### src/rtl/snake_pkg.sv
// Shared definitions for the highscore table logic: table geometry and the
// read-out FSM state encoding.
package snake_pkg;

    localparam int SCORE_W    = 8;
    localparam int NUM_SCORES = 5;
    localparam int BCD_DIGITS = 3;
    localparam int IDX_W      = 3;

    typedef enum logic [1:0] {
        IDLE,
        CONV,
        PRESENT,
        FIN
    } state_t;

endpackage

### src/rtl/bin2bcd_seq.sv
// Iterative shift-add-3 (double-dabble) binary to BCD converter. One shift per
// step cycle; cnt_done flags the cycle in which the final shift is taken.
module bin2bcd_seq #(
    parameter int BIN_W  = 8,
    parameter int DIGITS = 3
) (
    input  logic             clk,
    input  logic             reset,
    input  logic             load,
    input  logic [BIN_W-1:0] din,
    input  logic             step,
    output logic [3:0]       hund,
    output logic [3:0]       tens,
    output logic [3:0]       ones,
    output logic             cnt_done
);

    localparam int CNT_W = $clog2(BIN_W + 1);
    localparam int BCD_W = 4 * DIGITS;

    logic [BIN_W-1:0] bin_q;
    logic [BCD_W-1:0] bcd_q;
    logic [BCD_W-1:0] bcd_adj;
    logic [CNT_W-1:0] cnt_q;

    // Add-3 correction is applied to the digits before they are shifted.
    always_comb begin
        bcd_adj = bcd_q;
        for (int i = 0; i < DIGITS; i++) begin
            if (bcd_q[4*i +: 4] >= 4'd5) begin
                bcd_adj[4*i +: 4] = bcd_q[4*i +: 4] + 4'd3;
            end
        end
    end

    always_ff @(posedge clk) begin
        if (reset) begin
            bin_q <= '0;
            bcd_q <= '0;
            cnt_q <= '0;
        end else if (load) begin
            bin_q <= din;
            bcd_q <= '0;
            cnt_q <= '0;
        end else if (step && cnt_q != CNT_W'(BIN_W)) begin
            bcd_q <= {bcd_adj[BCD_W-2:0], bin_q[BIN_W-1]};
            bin_q <= {bin_q[BIN_W-2:0], 1'b0};
            cnt_q <= cnt_q + 1'b1;
        end
    end

    assign cnt_done = (cnt_q == CNT_W'(BIN_W - 1));
    assign hund     = bcd_q[8 +: 4];
    assign tens     = bcd_q[4 +: 4];
    assign ones     = bcd_q[0 +: 4];

endmodule

### src/rtl/highscore_reader.sv
// Highscore table read-out engine: snapshots the table on start and streams
// each entry as rank + BCD digits. HS_SKIP_ZERO_EN skips empty (zero) slots.
module highscore_reader #(
    parameter int NUM_SCORES = snake_pkg::NUM_SCORES,
    parameter int SCORE_W    = snake_pkg::SCORE_W
) (
    input  logic                          clk,
    input  logic                          reset,
    input  logic                          start,
    input  logic [NUM_SCORES*SCORE_W-1:0] hi_scores,
    output logic                          busy,
    output logic                          out_valid,
    input  logic                          out_ready,
    output logic [2:0]                    out_rank,
    output logic [3:0]                    out_hund,
    output logic [3:0]                    out_tens,
    output logic [3:0]                    out_ones,
    output logic                          out_last,
    output logic                          done
);

    import snake_pkg::*;

    state_t             state_q, state_d;
    logic [IDX_W-1:0]   idx_q, idx_d;
    logic [SCORE_W-1:0] snap_q [NUM_SCORES];

    logic               capture;
    logic               conv_load;
    logic               conv_step;
    logic [SCORE_W-1:0] conv_din;
    logic               conv_done;
    logic [3:0]         hund, tens, ones;
    logic               is_last;
    logic [IDX_W-1:0]   next_idx;

`ifdef HS_SKIP_ZERO_EN
    logic               any_nz;
    logic [IDX_W-1:0]   first_nz;
`endif

    bin2bcd_seq #(
        .BIN_W  (SCORE_W),
        .DIGITS (BCD_DIGITS)
    ) u_conv (
        .clk      (clk),
        .reset    (reset),
        .load     (conv_load),
        .din      (conv_din),
        .step     (conv_step),
        .hund     (hund),
        .tens     (tens),
        .ones     (ones),
        .cnt_done (conv_done)
    );

    always_comb begin
        next_idx = idx_q + 1'b1;
        is_last  = (idx_q == IDX_W'(NUM_SCORES - 1));
`ifdef HS_SKIP_ZERO_EN
        // Downward scans leave the nearest nonzero slot as the winner.
        any_nz   = 1'b0;
        first_nz = '0;
        is_last  = 1'b1;
        for (int j = NUM_SCORES - 1; j >= 0; j--) begin
            if (hi_scores[j*SCORE_W +: SCORE_W] != '0) begin
                any_nz   = 1'b1;
                first_nz = IDX_W'(j);
            end
            if (IDX_W'(j) > idx_q && snap_q[j] != '0) begin
                is_last  = 1'b0;
                next_idx = IDX_W'(j);
            end
        end
`endif
    end

    always_comb begin
        state_d   = state_q;
        idx_d     = idx_q;
        capture   = 1'b0;
        conv_load = 1'b0;
        conv_step = 1'b0;
        conv_din  = snap_q[next_idx];
        case (state_q)
            IDLE: begin
                if (start) begin
                    capture   = 1'b1;
`ifdef HS_SKIP_ZERO_EN
                    if (any_nz) begin
                        idx_d     = first_nz;
                        conv_load = 1'b1;
                        conv_din  = hi_scores[first_nz*SCORE_W +: SCORE_W];
                        state_d   = CONV;
                    end else begin
                        idx_d   = '0;
                        state_d = FIN;
                    end
`else
                    idx_d     = '0;
                    conv_load = 1'b1;
                    conv_din  = hi_scores[SCORE_W-1:0];
                    state_d   = CONV;
`endif
                end
            end
            CONV: begin
                conv_step = 1'b1;
                if (conv_done) begin
                    state_d = PRESENT;
                end
            end
            PRESENT: begin
                if (out_ready) begin
                    if (is_last) begin
                        state_d = FIN;
                    end else begin
                        idx_d     = next_idx;
                        conv_load = 1'b1;
                        state_d   = CONV;
                    end
                end
            end
            FIN: begin
                state_d = IDLE;
            end
            default: begin
                state_d = IDLE;
            end
        endcase
    end

    always_ff @(posedge clk) begin
        if (reset) begin
            state_q <= IDLE;
            idx_q   <= '0;
            for (int k = 0; k < NUM_SCORES; k++) begin
                snap_q[k] <= '0;
            end
        end else begin
            state_q <= state_d;
            idx_q   <= idx_d;
            if (capture) begin
                for (int k = 0; k < NUM_SCORES; k++) begin
                    snap_q[k] <= hi_scores[k*SCORE_W +: SCORE_W];
                end
            end
        end
    end

    // Beat fields are forced to zero outside PRESENT so idle outputs read 0.
    assign busy      = (state_q != IDLE);
    assign done      = (state_q == FIN);
    assign out_valid = (state_q == PRESENT);
    assign out_rank  = out_valid ? (idx_q + 3'd1) : 3'd0;
    assign out_hund  = out_valid ? hund : 4'd0;
    assign out_tens  = out_valid ? tens : 4'd0;
    assign out_ones  = out_valid ? ones : 4'd0;
    assign out_last  = out_valid & is_last;

endmodule

### config.mk
export PLATFORM = sky130hd
export DESIGN_NAME = highscore_reader
export DESIGN_NICKNAME = d
export VERILOG_FILES = /design/src/rtl/snake_pkg.sv /design/src/rtl/bin2bcd_seq.sv /design/src/rtl/highscore_reader.sv
export SDC_FILE = /design/constraint.sdc
export NUM_CORES = 1
export LEC_CHECK = 0
export ABC_AREA = 1
export CORE_ASPECT_RATIO = 1.1
export CORE_MARGIN = 2
export CORE_UTILIZATION = 53
export DETAILED_ROUTE_END_ITERATION = 10
export PLACE_DENSITY = 0.8
export SLEW_MARGIN = 20
export SYNTH_ARGS = -nofsm -noshare
export SYNTH_HDL_FRONTEND = slang
export SYNTH_SLANG_ARGS = --single-unit
### constraint.sdc
create_clock -name clk -period 2.75 [get_ports clk]
set_clock_uncertainty 0.1 [all_clocks]
set_input_delay 0.55 -clock clk [delete_from_list [all_inputs] [get_ports clk]]
set_output_delay 0.55 -clock clk [all_outputs]
set_load 0.02 [all_outputs]
# --- Word level (Yosys, flattened, before mapping) ---
# Memories as Yosys holds them, arrays and structs flattened.
# Index checks and enable logic that the tools add are counted.
totals:
  ff_bits: 29
  ramBits: 40
  input_bits: 44
  out_inout_bits: 19
  n_memories: 1
op_classes:
  add_sub_neg: 5
  magnitude_cmp: 3
  eq_ne: 10
  muxes: 36
  bitwise_logic: 6
  reduce_logical: 8
mem_list:
  columns: ["name", "depth", "width", "rd", "rd_clocked_by_memory_dff", "write_ports", "line", "text"]
  rows:
  - ["snap_q", 5, 8, 1, 0, 5, "highscore_reader.sv:26", "logic [SCORE_W-1:0] snap_q [NUM_SCORES];"]
op_table:
  columns: ["op", "count"]
  rows:
  - ["two-way mux 8 bit", 9]
  - ["two-way mux 4 bit", 5]
  - ["two-way mux 3 bit", 5]
  - [">= comparator 4 x 3 -> 1 bit, second input constant", 3]
  - ["two-way mux 1 bit", 10]
  - ["adder 4 x 2 -> 4 bit, second input constant", 2]
  - ["two-way mux 2 bit", 4]
  - ["case mux 2 bit (4 select lines)", 1]
  - ["!= test 2 bit, second input constant", 3]
  - ["case mux 3 bit (2 select lines)", 1]
  - ["nonzero test 2 bit", 3]
  - ["OR 1 bit", 5]
  - ["adder 4 x 1 -> 4 bit, second input constant", 1]
  - ["== test 2 bit, second input constant", 2]
  - ["== test 4 x 3 -> 1 bit, second input constant", 1]
  - ["!= test 4 bit, second input constant", 1]
  - ["AND reduction 4 bit", 1]
  - ["adder 3 x 1 -> 3 bit, second input constant", 1]
  - ["adder 3 x 2 -> 3 bit, second input constant", 1]
  - ["== test 3 bit, second input constant", 1]
  - ["AND reduction 3 bit", 1]
  - ["== test 2 x 1 -> 1 bit, second input constant", 1]
  - ["zero test 2 bit", 1]
  - ["!= test 2 x 1 -> 1 bit, second input constant", 1]
  - ["other kinds (4)", 4]

# --- Depth between registers and ports, before layout ---
logic_depth:
  ltp_word: 6
  ltp_mapped: 13

# --- Modules after synthesis ---
# Synthesis repeated with hierarchy kept, for this count alone.
hier_totals:
  cells_unflattened: 504
  area_unflattened_um2: 3863.7
modules_own_cells:
  columns: ["mod", "instances", "cells_each", "area_each_um2", "seq_area_each_um2"]
  rows:
  - ["highscore_reader", 1, 304, 2442.3, 1301.2]
  - ["bin2bcd_seq", 1, 200, 1421.4, 480.5]

# --- Least setup slack after synthesis ---
# OpenSTA, ideal clock, no wires.
synth_path:
  path_kind: "register to output"
  start: "register idx_q[0]"
  end: "output port out_rank[1]"
  t_arrival_ns: 1.790
  t_required_ns: 2.100
  setup_slack_ns: 0.310
  stages_incl_launch_ff: 8
  path_cell_list: "dfxtp_1 buf_4 clkinv_1 buf_2 ha_1 buf_2 clkinv_1 nor2_1"
synth_via:
  elab_chain_cells: 2
synth_lines:
  columns: ["item", "line", "text"]
  rows:
  - ["start: declaration", "highscore_reader.sv:25", "logic [IDX_W-1:0] idx_q, idx_d;"]
  - ["start signal: assignment", "highscore_reader.sv:142", "idx_q <= idx_d;"]
  - ["adder 3 x 1 -> 3 bit", "highscore_reader.sv:155", "assign out_rank = out_valid ? (idx_q + 3'd1) : 3'd0;"]
  - ["two-way mux 3 bit", "highscore_reader.sv:155", null]
  - ["end: declaration", "highscore_reader.sv:14", "output logic [2:0] out_rank,"]
# No other way between the ends.

# --- Final worst setup path ---
layout_path:
  start: "register idx_q[0]"
  end: "output port out_rank[2]"
# Same word-level chain as after synthesis.

==> flow_results.xml <==
<?xml version="1.0" encoding="UTF-8"?>
<metrics>
  <group name="floorplan">
    <metric name="placementRows" unit="">32</metric>
    <metric name="die_w" unit="um">84.30</metric>
    <metric name="die-area" unit="um^2">7782</metric>
    <metric name="top_level_ports" unit="">63</metric>
    <metric name="floorplan.initialDensity" unit="%">54.26</metric>
    <metric name="die_height" unit="um">92.32</metric>
    <metric name="placeableCoreArea" unit="um^2">6927</metric>
  </group>
  <group name="clock_network">
    <metric name="cts_htree_levels" unit="">3</metric>
    <metric name="clock_latency" unit="ns">0.34</metric>
    <metric name="clock_tree.buffer_depth" unit="">2</metric>
    <metric name="clk_transition_reported_paths" unit="ns">0.07</metric>
    <metric name="cts_buffers" unit="">9</metric>
    <metric name="ctsRootBufferMaster" unit="">sky130_fd_sc_hd__clkbuf_8</metric>
    <metric name="cts_tree" unit="">built</metric>
    <metric name="clock_sink_count" unit="">69</metric>
    <metric name="cts_hold_buf" unit="">0</metric>
  </group>
  <group name="timing">
    <metric name="worst-slew-pin-transition" unit="ns">0.3632</metric>
    <metric name="setup_tns" unit="ns">0</metric>
    <metric name="final_min_period_over_clock_period" unit="%">92.86</metric>
    <metric name="maxSlewHeadroom" unit="%">75.72</metric>
    <metric name="time_the_final_worst_path_needs_with_i_o_delays_and_setup" unit="ns">2.554</metric>
    <metric name="grt_setup_unrepaired" unit="">no</metric>
    <metric name="number_of_slew_limit_violations_in_the_final_report" unit="">0</metric>
    <metric name="fmaxAchievable" unit="MHz">391.6</metric>
    <metric name="finalSetupViolCount" unit="">0</metric>
    <metric name="finalHoldViolCount" unit="">0</metric>
  </group>
  <group name="global_routing">
    <metric name="grt_pass1_vias" unit="">3108</metric>
    <metric name="grt_overflow_total" unit="">0</metric>
    <metric name="total_global_routing_track_utilization" unit="%">21.72</metric>
    <metric name="wire_length_of_the_first_global_routing_pass" unit="um">13460</metric>
    <metric name="antenna_found_initial" unit="">0</metric>
    <metric name="grt_max_degree" unit="">41</metric>
  </group>
  <group name="final_layout">
    <metric name="antenna-diode-count" unit="">0</metric>
    <metric name="fillers" unit="">567</metric>
    <metric name="final_util" unit="%">66.96</metric>
    <metric name="fin_area" unit="um^2">4638</metric>
    <metric name="finalNetCount" unit="">610</metric>
    <metric name="layout-area-overhead-vs-synth" unit="%">23.40</metric>
    <metric name="layout-drive-gt1-share" unit="%">8.378</metric>
  </group>
  <group name="routing">
    <metric name="detail_route.wl_per_cell" unit="um">12.35</metric>
    <metric name="drcViolationCount" unit="">0</metric>
    <metric name="viasPerCell" unit="">4.971</metric>
    <metric name="detailedRoute.firstIterationViolations" unit="">181</metric>
    <metric name="firstDrtPassIters" unit="">5</metric>
    <metric name="wirelength" unit="um">7975</metric>
    <metric name="drt.antenna.violating_nets" unit="">0</metric>
    <metric name="route.vias.total" unit="">3211</metric>
  </group>
  <group name="placement">
    <metric name="place.port_buffers" unit="">62</metric>
    <metric name="gp_congestion" unit="">0.8664</metric>
    <metric name="dp.final_hpwl" unit="um">5807</metric>
    <metric name="dpl_cell_area" unit="um^2">4441</metric>
  </group>
  <group name="yosys">
    <metric name="most_used_dff_post_synth" unit="">sky130_fd_sc_hd__edfxtp_1</metric>
    <metric name="synthCells" unit="">490</metric>
    <metric name="yosys_register_bits" unit="">69</metric>
    <metric name="ys.warnings.count" unit="">0</metric>
    <metric name="synth.top_cells.by_count" unit="">sky130_fd_sc_hd__inv_1 (99), sky130_fd_sc_hd__nand2_1 (95), sky130_fd_sc_hd__nor2_1 (73)</metric>
    <metric name="synth_area_leaders" unit="">sky130_fd_sc_hd__edfxtp_1 (32%), sky130_fd_sc_hd__dfxtp_1 (15%), sky130_fd_sc_hd__inv_1 (9.9%)</metric>
    <metric name="synth_sequential_area_ratio" unit="%">47.40</metric>
    <metric name="synth_area" unit="um^2">3759</metric>
    <metric name="synth_top_area_share" unit="%">31.96</metric>
    <metric name="synth.distinct_cells" unit="">30</metric>
    <metric name="synth-async-reset-ratio" unit="%">0</metric>
    <metric name="synth_top_area_cell" unit="">sky130_fd_sc_hd__edfxtp_1</metric>
    <metric name="mappedNetlistNets" unit="">544</metric>
    <metric name="synth.avg_cell_area" unit="um^2">7.671</metric>
    <metric name="most_numerous_cell_in_the_yosys_netlist" unit="">sky130_fd_sc_hd__inv_1</metric>
    <metric name="synth_enable_flop_cells" unit="">40</metric>
  </group>
  <group name="worst_setup_path">
    <metric name="timing.setup.critical_path_class" unit="">reg -&gt; out</metric>
    <metric name="critical_path.endpoint_type" unit="">primary output</metric>
    <metric name="path_max_fanout" unit="">4</metric>
    <metric name="worst_path_cell_trace" unit="">ha_1 -&gt; inv_1 -&gt; nand2_1 -&gt; nand2_1 -&gt; nor2_1 -&gt; clkdlybuf4s50_1</metric>
    <metric name="r2r-start" unit="">u_conv.cnt_q[0]</metric>
    <metric name="worstPathArrival" unit="ns">1.90</metric>
    <metric name="slowest_stage" unit="">sky130_fd_sc_hd__clkdlybuf4s50_1</metric>
    <metric name="critical_path_required" unit="ns">2.10</metric>
    <metric name="timing.critical_path.from" unit="">idx_q[0]</metric>
    <metric name="crit_path_frequent_cell" unit="">sky130_fd_sc_hd__nand2_1</metric>
    <metric name="worstPathBufferInverterCount" unit="">2</metric>
    <metric name="start_kind" unit="">register</metric>
    <metric name="worst_path_largest_cell_delay" unit="ns">0.62</metric>
    <metric name="cpLargestDelayFamily" unit="">buffers and inverters</metric>
  </group>
  <group name="pwr">
    <metric name="power.density_cell_area" unit="nW/um^2">563.4</metric>
    <metric name="leakagePower" unit="nW">2.161</metric>
    <metric name="vdd_ir_max" unit="V">0.0004348</metric>
  </group>
  <group name="worst_hold_path">
    <metric name="worst_hold_startpoint" unit="">u_conv.cnt_q[2]</metric>
    <metric name="class_of_the_most_critical_hold_timing_path" unit="">reg -&gt; reg</metric>
  </group>
  <group name="outcome">
    <metric name="outcome" unit="">completed</metric>
  </group>
  <group name="run">
    <metric name="max_cap_violations" unit="">0</metric>
  </group>
</metrics>
## cell usage in the layout, fill, tap and decap left out, drive strengths merged
cell,n
edfxtp,40
bufinv,1
ha,10
nand3,39
clkdlybuf4s50,61
clkbuf,9
dlymetal6s2s,1
inv,104
xor2,4
clkinvlp,3
or2,8
nor3,2
buf,10
o21ai,18
o31ai,1
clkinv,5
nand3b,2
dfxtp,29
o211ai,1
nand2,98
nor2,78
a21oi,36
a31oi,1
## power by group
| group | total [mW] | switching (mW) | internal [mW] |
|---|---|---|---|
| Combinational | 0.556 | 0.338 | 0.218 |
| Clock | 0.798 | 0.386 | 0.412 |
| Sequential | 1.26 | 0.0434 | 1.22 |
| Total | 2.61 | 0.768 | 1.85 |
## worst register-to-register path, cell delays in order (launching register included)
cell,delay (ns)
sky130_fd_sc_hd__dfxtp_1,0.34
sky130_fd_sc_hd__inv_1,0.09
sky130_fd_sc_hd__ha_1,0.15
sky130_fd_sc_hd__nand3_1,0.28
sky130_fd_sc_hd__nand2_2,0.18
sky130_fd_sc_hd__inv_2,0.14
sky130_fd_sc_hd__nor2_2,0.30
sky130_fd_sc_hd__nand2_1,0.11
sky130_fd_sc_hd__a21oi_1,0.15
## per-stage QoR
| stage | hold slack [ns] | instances | setup WS, ns | total power [mW] |
|---|---|---|---|---|
| 3_5_place_dp | 0.3272 | 630 | 0.4019 | 1.831 |
| 3_3_place_gp | 0.3217 | 630 | 0.4754 | 1.811 |
| 5_1_grt | 0.3469 | 646 | 0.05682 | 2.740 |
| 4_1_cts | 0.3392 | 646 | 0.03946 | 2.621 |
| 6_report | 0.3418 | 646 | 0.1964 | 2.613 |
| 2_1_floorplan | 0.3115 | 490 | 0.3102 | 1.667 |
## final timing paths
path	endpoint	slack, ns	cells past startpoint
worst max register to register	u_conv.bin_q[0]	0.85	8
worst min register to register	u_conv.cnt_q[2]	0.34	1
worst max-delay path	out_rank[2]	0.20	6
worst min-delay path	u_conv.cnt_q[2]	0.34	1
## cell families (layout without fill, tap and decap cells)
logic type,count (synthesis),count (layout),share of synthesized area [%]
flip-flops,69,69,47.40
AND/OR/NAND/NOR,227,227,26.07
XOR/XNOR,4,4,0.9320
adder cells (fa/ha/maj),10,10,3.329
buffers and inverters,123,194,14.11
AO/OA/AOI/OAI,57,57,8.156
## repair_timing
item	CTS	global route
endpoints found under the setup margin	0	10
gates resized for setup	0	2
setup buffers	0	0
## area by class of cell
class	instances	area (um^2)	area share, %
Sequential cell	69	1782	38.41
Multi-Input combinational cell	298	1451	31.29
Timing Repair Buffer	72	710.7	15.32
Inverter	106	397.9	8.578
Clock buffer	9	123.9	2.671
Tap cell	85	106.4	2.293
Clock inverter	7	66.31	1.430
## sequential cells by signal, summed over array words and instances, names as in the netlist
| register | cells |
|---|---|
| idx_q | 3 |
| snap_q | 40 |
| state_q | 2 |
| u_conv.bcd_q | 12 |
| u_conv.bin_q | 8 |
| u_conv.cnt_q | 4 |
## routing by layer
layer  GRT usage [%]  part of all wire (%)
met1           24.84                    41
met2           40.81                    53
met3           3.832                   4.8
met4           6.855                   1.4
met5               0                     0
No activity file was read; power rests on OpenSTA's default activity.
